==> config.mk <==
export PLATFORM = sky130hd
export DESIGN_NAME = line_burst_responder
export DESIGN_NICKNAME = d
export VERILOG_FILES = /design/src/rtl/cache_pkg.sv /design/src/rtl/beat_assembler.sv /design/src/rtl/line_burst_responder.sv
export SDC_FILE = /design/constraint.sdc
export NUM_CORES = 1
export LEC_CHECK = 0
export ABC_AREA = 1
export ABC_CLOCK_PERIOD_IN_PS = 3200
export BUFFER_PORTS_ARGS = -buffer_cell sky130_fd_sc_hd__buf_4
export CORE_AREA = 2 2 276 278
export DETAILED_ROUTE_END_ITERATION = 12
export DIE_AREA = 0 0 278 280
export SYNTH_ARGS = -nofsm -noshare
export SYNTH_HDL_FRONTEND = slang
export SYNTH_SLANG_ARGS = --single-unit
==> constraint.sdc <==
create_clock -name clk -period 3.2 [get_ports clk]
set_input_delay 0.16 -clock clk [delete_from_list [all_inputs] [get_ports clk]]
set_output_delay 0.16 -clock clk [all_outputs]
set_load 0.01 [all_outputs]
==> src/rtl/cache_pkg.sv <==
// ---------------------------------------------------------------------------
// cache_pkg
// Shared definitions for the line burst responder: responder FSM state type,
// default burst geometry, derived line width and the line-offset width that
// is stripped from request addresses.
// No ports (package).
// ---------------------------------------------------------------------------
package cache_pkg;

   localparam int DEF_BEAT_WIDTH = 64;
   localparam int DEF_NUM_BEATS  = 4;
   localparam int LINE_WIDTH     = DEF_BEAT_WIDTH * DEF_NUM_BEATS;
   localparam int OFFSET_BITS    = 5;

   typedef enum logic [1:0] {
      ST_IDLE  = 2'd0,
      ST_READ  = 2'd1,
      ST_WRITE = 2'd2,
      ST_DONE  = 2'd3
   } state_t;

endpackage

==> src/rtl/beat_assembler.sv <==
// ---------------------------------------------------------------------------
// beat_assembler
// One line-wide buffer that either serialises a line into beats (load, then
// shift right one beat at a time) or assembles a line from beats (write one
// beat into the slot selected by beat_idx).
// Ports:
//   clk, rst    clock, synchronous active-high reset (buffer clears to 0)
//   load_line   capture line_in (highest priority after reset)
//   line_in     full line to load
//   shift_beat  shift the buffer right by one beat, zero filling the top
//   write_beat  write beat_in into slot beat_idx
//   beat_idx    slot index for write_beat
//   beat_in     beat data for write_beat
//   line_out    whole buffer
//   beat_out    lowest beat of the buffer (next beat to send)
// ---------------------------------------------------------------------------
module beat_assembler #(
   parameter int BEAT_WIDTH = 64,
   parameter int NUM_BEATS  = 4
) (
   input  logic                                 clk,
   input  logic                                 rst,
   input  logic                                 load_line,
   input  logic [BEAT_WIDTH*NUM_BEATS-1:0]      line_in,
   input  logic                                 shift_beat,
   input  logic                                 write_beat,
   input  logic [$clog2(NUM_BEATS)-1:0]         beat_idx,
   input  logic [BEAT_WIDTH-1:0]                beat_in,
   output logic [BEAT_WIDTH*NUM_BEATS-1:0]      line_out,
   output logic [BEAT_WIDTH-1:0]                beat_out
);

   logic [BEAT_WIDTH*NUM_BEATS-1:0] line_buf;

   always_ff @(posedge clk) begin
      if (rst) begin
         line_buf <= '0;
      end else if (load_line) begin
         line_buf <= line_in;
      end else if (shift_beat) begin
         line_buf <= line_buf >> BEAT_WIDTH;
      end else if (write_beat) begin
         line_buf[int'(beat_idx)*BEAT_WIDTH +: BEAT_WIDTH] <= beat_in;
      end
   end

   assign line_out = line_buf;
   assign beat_out = line_buf[BEAT_WIDTH-1:0];

endmodule

==> src/rtl/line_burst_responder.sv <==
// ---------------------------------------------------------------------------
// line_burst_responder
// Accepts one whole-line read or write from the L2 line interface and turns
// it into a NUM_BEATS-beat burst on the memory port, then returns a single
// cycle line_resp. One transaction outstanding at a time.
// Ports:
//   clk, rst     clock, synchronous active-high reset
//   line_addr    line request address (offset bits ignored)
//   line_read    line read request, held until line_resp
//   line_write   line write request, held until line_resp (wins over read)
//   line_wdata   write line, beat 0 in the low bits
//   line_rdata   last completed read line
//   line_resp    one-cycle completion pulse
//   burst_addr   line-aligned burst address
//   burst_read   burst read request
//   burst_write  burst write request
//   burst_wdata  current write beat
//   burst_rdata  read beat, valid with burst_resp
//   burst_resp   beat strobe, one beat per high cycle
// ---------------------------------------------------------------------------
module line_burst_responder
   import cache_pkg::*;
#(
   parameter int BEAT_WIDTH = DEF_BEAT_WIDTH,
   parameter int NUM_BEATS  = DEF_NUM_BEATS
) (
   input  logic                              clk,
   input  logic                              rst,
   input  logic [31:0]                       line_addr,
   input  logic                              line_read,
   input  logic                              line_write,
   input  logic [BEAT_WIDTH*NUM_BEATS-1:0]   line_wdata,
   output logic [BEAT_WIDTH*NUM_BEATS-1:0]   line_rdata,
   output logic                              line_resp,
   output logic [31:0]                       burst_addr,
   output logic                              burst_read,
   output logic                              burst_write,
   output logic [BEAT_WIDTH-1:0]             burst_wdata,
   input  logic [BEAT_WIDTH-1:0]             burst_rdata,
   input  logic                              burst_resp
);

   localparam int CNT_W = $clog2(NUM_BEATS);

   state_t                              state;
   logic [CNT_W-1:0]                    cnt;
   logic                                last_beat;
   logic                                wr_load;
   logic                                wr_shift;
   logic                                rd_write;
   logic [BEAT_WIDTH*NUM_BEATS-1:0]     wr_line_unused;
   logic [BEAT_WIDTH-1:0]               rd_beat_unused;
   logic [OFFSET_BITS-1:0]              addr_offset_unused;

   // Offset bits never reach the memory side; the burst is always line aligned.
   assign addr_offset_unused = line_addr[OFFSET_BITS-1:0];

   assign last_beat = burst_resp && (cnt == CNT_W'(NUM_BEATS - 1));
   assign wr_load   = (state == ST_IDLE)  && line_write;
   assign wr_shift  = (state == ST_WRITE) && burst_resp;
   assign rd_write  = (state == ST_READ)  && burst_resp;

   always_ff @(posedge clk) begin
      if (rst) begin
         state       <= ST_IDLE;
         cnt         <= '0;
         line_resp   <= 1'b0;
         burst_read  <= 1'b0;
         burst_write <= 1'b0;
         burst_addr  <= '0;
      end else begin
         line_resp <= 1'b0;
         case (state)
            ST_IDLE: begin
               // Write has priority if the requester ever raises both.
               if (line_write) begin
                  burst_addr  <= {line_addr[31:OFFSET_BITS], {OFFSET_BITS{1'b0}}};
                  burst_write <= 1'b1;
                  state       <= ST_WRITE;
               end else if (line_read) begin
                  burst_addr  <= {line_addr[31:OFFSET_BITS], {OFFSET_BITS{1'b0}}};
                  burst_read  <= 1'b1;
                  state       <= ST_READ;
               end
            end
            ST_READ: begin
               if (last_beat) begin
                  cnt        <= '0;
                  burst_read <= 1'b0;
                  line_resp  <= 1'b1;
                  state      <= ST_DONE;
               end else if (burst_resp) begin
                  cnt <= cnt + 1'b1;
               end
            end
            ST_WRITE: begin
               if (last_beat) begin
                  cnt         <= '0;
                  burst_write <= 1'b0;
                  line_resp   <= 1'b1;
                  state       <= ST_DONE;
               end else if (burst_resp) begin
                  cnt <= cnt + 1'b1;
               end
            end
            ST_DONE: begin
               // The request is still high here; returning to IDLE without
               // looking at it avoids accepting the finished request again.
               state <= ST_IDLE;
            end
            default: state <= ST_IDLE;
         endcase
      end
   end

   // Write path: serialise the latched line, lowest beat first.
   beat_assembler #(
      .BEAT_WIDTH (BEAT_WIDTH),
      .NUM_BEATS  (NUM_BEATS)
   ) u_wr_shift (
      .clk        (clk),
      .rst        (rst),
      .load_line  (wr_load),
      .line_in    (line_wdata),
      .shift_beat (wr_shift),
      .write_beat (1'b0),
      .beat_idx   ('0),
      .beat_in    ('0),
      .line_out   (wr_line_unused),
      .beat_out   (burst_wdata)
   );

   // Read path: place each returning beat into its slot; holds until the next read.
   beat_assembler #(
      .BEAT_WIDTH (BEAT_WIDTH),
      .NUM_BEATS  (NUM_BEATS)
   ) u_rd_buf (
      .clk        (clk),
      .rst        (rst),
      .load_line  (1'b0),
      .line_in    ('0),
      .shift_beat (1'b0),
      .write_beat (rd_write),
      .beat_idx   (cnt),
      .beat_in    (burst_rdata),
      .line_out   (line_rdata),
      .beat_out   (rd_beat_unused)
   );

endmodule

Word level (Yosys, flattened, before mapping)
Cells that the tools add are included.
{"block": "classes", "add_sub_neg": 2, "n_eq_ne": 11, "shifts": 2, "n_mux": 18, "bitwise_logic": 1, "reduce_logical": 17}
{"operator": "256-bit 2-to-1 mux", "count": 2}
{"operator": "256-bit bitwise mux", "count": 1}
{"operator": "64-bit by 33-bit variable shift with 256-bit output (first input constant)", "count": 1}
{"operator": "64-bit by 33-bit variable part select with 256-bit output", "count": 1}
{"operator": "32-bit 2-to-1 mux", "count": 2}
{"operator": "8-bit negation with 33-bit output", "count": 1}
{"operator": "2-bit 2-to-1 mux", "count": 5}
{"operator": "2-bit inequality test (second input constant)", "count": 5}
{"operator": "2-bit nonzero test", "count": 5}
{"operator": "2-bit equality test (second input constant)", "count": 3}
{"operator": "2-bit case mux with 3 select lines", "count": 1}
{"operator": "2-bit AND reduction", "count": 3}
{"operator": "1-bit 2-to-1 mux", "count": 5}
{"operator": "1-bit logical AND", "count": 4}
{"operator": "1-bit case mux with 2 select lines", "count": 2}
{"operator": "4-bit AND reduction", "count": 1}
{"operator": "2-bit OR reduction", "count": 2}
{"operator": "3-bit inequality test (second input constant)", "count": 1}
{"operator": "3-bit AND reduction", "count": 1}
{"operator": "2-bit by 1-bit adder with 2-bit output (second input constant)", "count": 1}
{"operator": "2-bit by 1-bit equality test with 1-bit output (second input constant)", "count": 1}
{"operator": "2-bit zero test", "count": 1}
{"operator": "2-bit by 1-bit inequality test with 1-bit output (second input constant)", "count": 1}
{"operator": "1-bit NOT", "count": 1}
{"block": "word_totals", "regBits": 551, "inputBits": 357, "output_inout_bits": 355, "elab_cells": 59}

Longest topological paths before layout
{"block": "depth", "ltp_word": 4, "ltp_mapped": 11}

Hierarchy
A second synthesis with hierarchy kept.
{"block": "unflattened", "hier_cells": 5348, "hier_area_um2": 32187.1}
{"module": "beat_assembler at u_wr_shift", "n_inst": 1, "cells_per_inst": 2594, "area_each_um2": 15387.3, "seq_area_each_um2": 5124.9}
{"module": "beat_assembler at u_rd_buf", "n_inst": 1, "cells_per_inst": 2562, "area_each_um2": 15361.0, "seq_area_each_um2": 5124.9}
{"module": "line_burst_responder", "n_inst": 1, "cells_per_inst": 192, "area_each_um2": 1438.9, "seq_area_each_um2": 680.7}

Worst setup path after synthesis
OpenSTA, ideal clock, no wires.
{"block": "synth_path", "kind": "reg2reg", "from": "reg cnt[0]", "to": "reg u_rd_buf.line_buf[162], in the netlist u_rd_buf.line_out[162]", "setup_time_ns": 0.070, "t_arrival_ns": 1.842, "required_time_ns": 3.130, "setup_slack_ns": 1.288, "stages_incl_launch_ff": 10, "path_cell_list": "dfxtp_1 > inv_2 > clkbuf_1 > ha_1 > buf_4 > inv_2 > buf_2 > buf_1 > nand3_1 > a21oi_1"}
{"block": "synth_via", "elab_chain_cells": 3, "elab_cells_between_ends": 4, "cone_classes": "1 x add/sub; 2 x shift; 1 x mux"}
{"item": "start, declared", "line": "line_burst_responder.sv:46", "rtl": "logic [CNT_W-1:0] cnt;"}
{"item": "start signal, assigned", "line": "line_burst_responder.sv:93", "rtl": "cnt <= cnt + 1'b1;"}
{"item": "start signal, assigned", "line": "line_burst_responder.sv:103", "rtl": "cnt <= cnt + 1'b1;"}
{"item": "8-bit negation with 33-bit output (*)", "line": "beat_assembler.sv:43", "rtl": "line_buf[int'(beat_idx)*BEAT_WIDTH +: BEAT_WIDTH] <= beat_in;"}
{"item": "64-bit by 33-bit variable part select with 256-bit output or 64-bit by 33-bit variable shift with 256-bit output (tied branches)", "line": "beat_assembler.sv:43"}
{"item": "256-bit bitwise mux (*)", "line": "beat_assembler.sv:43"}
{"item": "end signal, assigned", "line": "beat_assembler.sv:39", "rtl": "line_buf <= line_in;"}
{"item": "end signal, assigned", "line": "beat_assembler.sv:41", "rtl": "line_buf <= line_buf >> BEAT_WIDTH;"}
{"item": "end signal, assigned by index", "line": "beat_assembler.sv:43"}
{"item": "end, declared", "line": "beat_assembler.sv:33", "rtl": "logic [BEAT_WIDTH*NUM_BEATS-1:0] line_buf;"}
Every way passes the cells marked *; elsewhere a longest branch is shown, timed or not.
A chain may end at the register's enable or synchronous reset.

Worst setup path after layout
{"block": "layout_path", "from": "reg state[0]", "to": "reg u_wr_shift.line_buf[122], in the netlist u_wr_shift.line_out[122]"}
{"block": "layout_via", "elab_chain_cells": 3, "elab_cells_between_ends": 6, "cone_classes": "1 x eq/ne; 1 x mux; 4 x reduce/logical"}
{"item": "start, declared", "line": "line_burst_responder.sv:45", "rtl": "state_t state;"}
{"item": "start signal, assigned", "line": "line_burst_responder.sv:65", "rtl": "state <= ST_IDLE;"}
{"item": "start signal, assigned", "line": "line_burst_responder.sv:79", "rtl": "state <= ST_WRITE;"}
{"item": "start signal, assigned", "line": "line_burst_responder.sv:83", "rtl": "state <= ST_READ;"}
{"item": "2-bit equality test or 2-bit zero test (tied branches)", "line": "line_burst_responder.sv:60, line_burst_responder.sv:59"}
{"item": "1-bit logical AND, on equally long branches", "line": "line_burst_responder.sv:60, line_burst_responder.sv:59"}
{"item": "2-bit nonzero test (no line) or 256-bit 2-to-1 mux (tied branches)"}
{"item": "end signal, assigned", "line": "beat_assembler.sv:39"}
{"item": "end signal, assigned", "line": "beat_assembler.sv:41"}
{"item": "end signal, assigned by index", "line": "beat_assembler.sv:43"}
{"item": "end, declared", "line": "beat_assembler.sv:33"}
Several ways; a longest one is shown, not always the timed one.

==> impl_metrics.yaml <==
synth:
  synthXorXnorAreaFrac_pct: 0
  synth_top_family_by_area: "simple AND/OR/NAND/NOR gates"
  synth_cell_types: 22
  yosys.area_share.simple_pct: 25.2
  netlist_instances: 3174
  synthAdderAreaFrac_pct: 0.499
  avgSynthCellArea_um2: 7.11
  syn_area_um2: 22600
  synth_compound_area_share_pct: 17.6
  synth-seq-cells: 546
  synthMuxAreaShare_pct: 0
  ys_warn_count: 0
  seq_area_frac_synth_pct: 48.4
clock_tree:
  post_cts_buffers: 0
  post_cts_resized: 0
  clk_pin_slew_worst_paths_ns: 0.06
  htreeDepth: 3
  clockBufferDepth: 3
  hold_buffers: 349
  cts_made_buffers: 66
  clock-root-buffer: "clkbuf_16"
  numClockSinks: 546
  cts_tree: "done"
  clk_latency_ns: 0.59
route:
  vias: 24000
  ant_nets: 0
  avgViaCountPerCell: 4.75
  drt_iter0_drc: 1425
  wl_per_cell_um: 17.2
  first_pass_iters: 5
  remaining_drc_errors: 0
  finalWirelength_mm: 86.6
placed_design:
  numPortBuffers: 701
  place_area_um2: 28000
  place.gp.congestion: 0.833
  dp_hpwl_mm: 55.2
floorplan:
  floorplan.core_area_um2: 75200
  die_area_um2: 77800
  boundaryPins: 712
  rows: 101
  die_h_um: 280
  start_util_pct: 30.0
  die_w_um: 278
sta:
  fin_crit_ns: 2.55
  setup_viol: 0
  rsz0062_at_grt: "no"
  finalCritPeriodShare_pct: 79.8
  hold_violations: 0
  fmaxAchievable_mhz: 392
  drv_slew: 0
  whs_ns: 0.0276
  worst_slew_pin_slew_ns: 1.23
  max-slew-margin-rel_pct: 17.7
  finalSetupTns_ns: 0
  clock_skew_ns: 0.0272
grt:
  busiest_layer: "met2"
  grt_pass1_wl_mm: 132
  use_met1_pct: 25.6
  antenna_found_initial: 13
  grt_pass1_vias: 23300
  use_met3_pct: 6.96
  grt_max_degree: 213
  grt_util_met2_pct: 34.5
  track_usage_pct: 21.2
  overflow: 0
setup_path:
  critical_path.cell_chain: "inv_1, ha_1, nand2_8, nand2_8, inv_6, buf_12, nand2_1, a21oi_1, dlygate4sd3_1"
  critPathSlowestCell: "dlygate4sd3_1"
  crit_path_max_fanout: 61
  crit_required_ns: 3.74
  slowest_delay_ns: 0.55
  r2r_slack_ns: 0.65
  cp_common_cell: "nand2_8"
  worst_ep_arrival_time_ns: 3.09
  end_kind: "flip-flop"
  critical_path_class: "reg -> reg"
  startpoint_type: "flip-flop"
  crit_family: "buffers and inverters"
  cp_num_buf_inv: 4
cells_and_area:
  drive_above_1_share_pct: 21.2
  fillCellCount: 7457
  syn_to_final_growth_pct: 49.2
  design_area_um2: 33700
  nNetsFinal: 4381
power_and_ir_drop:
  peakVddDrop_mv: 0.822
  powerDensity_nw_per_um2: 719
  power.leakage_nw: 14.2
run_status:
  status: "complete, no violations"
worst_hold_path:
  hp-class: "in -> reg"
run:
  cap_violations: 0
[layer usage]
layer,routed length [um],up-vias
li1,-,11900
met1,36600,11000
met2,39100,821
met3,7410,184
met4,3440,10
met5,72,-
[state kept, by name, indices dropped and copies added (netlist names)]
| register | count |
|---|---|
| u_rd_buf.line_out | 256 |
| u_wr_shift.line_out | 256 |
| burst_addr | 27 |
| cnt | 2 |
| state | 2 |
| burst_read | 1 |
| burst_write | 1 |
| line_resp | 1 |
[synthesized netlist by cell type, drive strengths merged]
cell type	count	share of area, %
inv	50	0.83
dfxtp	546	48
nor2	132	2.3
nor3	14	0.31
conb	1	0.017
clkbuf	100	1.7
o21ai	273	6.1
ha	9	0.50
nand2	1174	20
nand3	134	3.0
a211oi	2	0.067
buf	223	5.8
a21oi	516	11
[layout make-up]
cell class              count  area, um^2  share of cell area [%]
well taps                 978        1220                    3.63
repair buffers           1092        9340                    27.7
inverters                  50         206                   0.613
diodes                      9        22.5                  0.0669
multi-input cells        2259        9840                    29.2
clock buffers              94        1930                    5.73
clock inverters            19         175                   0.520
flip-flops and latches    546       10900                    32.5
[metrics by stage]
stage                     cells  power, mW  util, %  setup WS (ns)
after floorplan            3178       13.8        -           1.29
after global placement     4576       16.5     37.3          0.765
after detailed placement   4576       16.6     37.3          0.702
after CTS                  5038       24.4     44.7          0.496
after global routing       5042       25.6     44.8          0.379
final                      5047       24.2     44.8          0.647
[power breakdown]
group | switching [mW] | internal, mW | total [mW] | leakage [nW]
registers | 0.654 | 8.03 | 8.68 | 4.44
logic | 5.24 | 2.94 | 8.19 | 8.77
clock network | 3.05 | 4.29 | 7.34 | 1.04
total | 8.94 | 15.3 | 24.2 | 14.2
[cell usage in the layout, fill, tap and decap left out, types with 21 or more instances in the layout]
cell           synthesis  routed
buf_4                 79     721
nand2_1             1171    1171
buf_12                 0      21
clkbuf_16              0      68
inv_1                 44      43
nand3_1              134     132
a21oi_1              516     516
dfxtp_1              546     546
o21ai_0              266     266
nor2_1               127     126
dlygate4sd3_1          0     349
[worst paths after layout]
check | startpoint | to | depth (start not counted)
setup / recovery | state[0]$_SDFFE_PP0P_ | u_wr_shift.line_out[122]$_SDFFE_PP0P_ | 9
hold / removal | rst | u_wr_shift.line_out[254]$_SDFFE_PP0P_ | 2
setup reg to reg | state[0]$_SDFFE_PP0P_ | u_wr_shift.line_out[122]$_SDFFE_PP0P_ | 9
hold reg to reg | u_wr_shift.line_out[197]$_SDFFE_PP0P_ | u_wr_shift.line_out[197]$_SDFFE_PP0P_ | 2
[cells by family (layout without fill, tap and decap cells)]
logic type / Yosys count / in the layout
buf+inv: 373 / 1255
compound gates: 791 / 791
fa+ha+maj: 9 / 9
flops: 546 / 546
simple gates: 1454 / 1454
other cells: 1 / 14
Power figures use the tool's default switching activity.
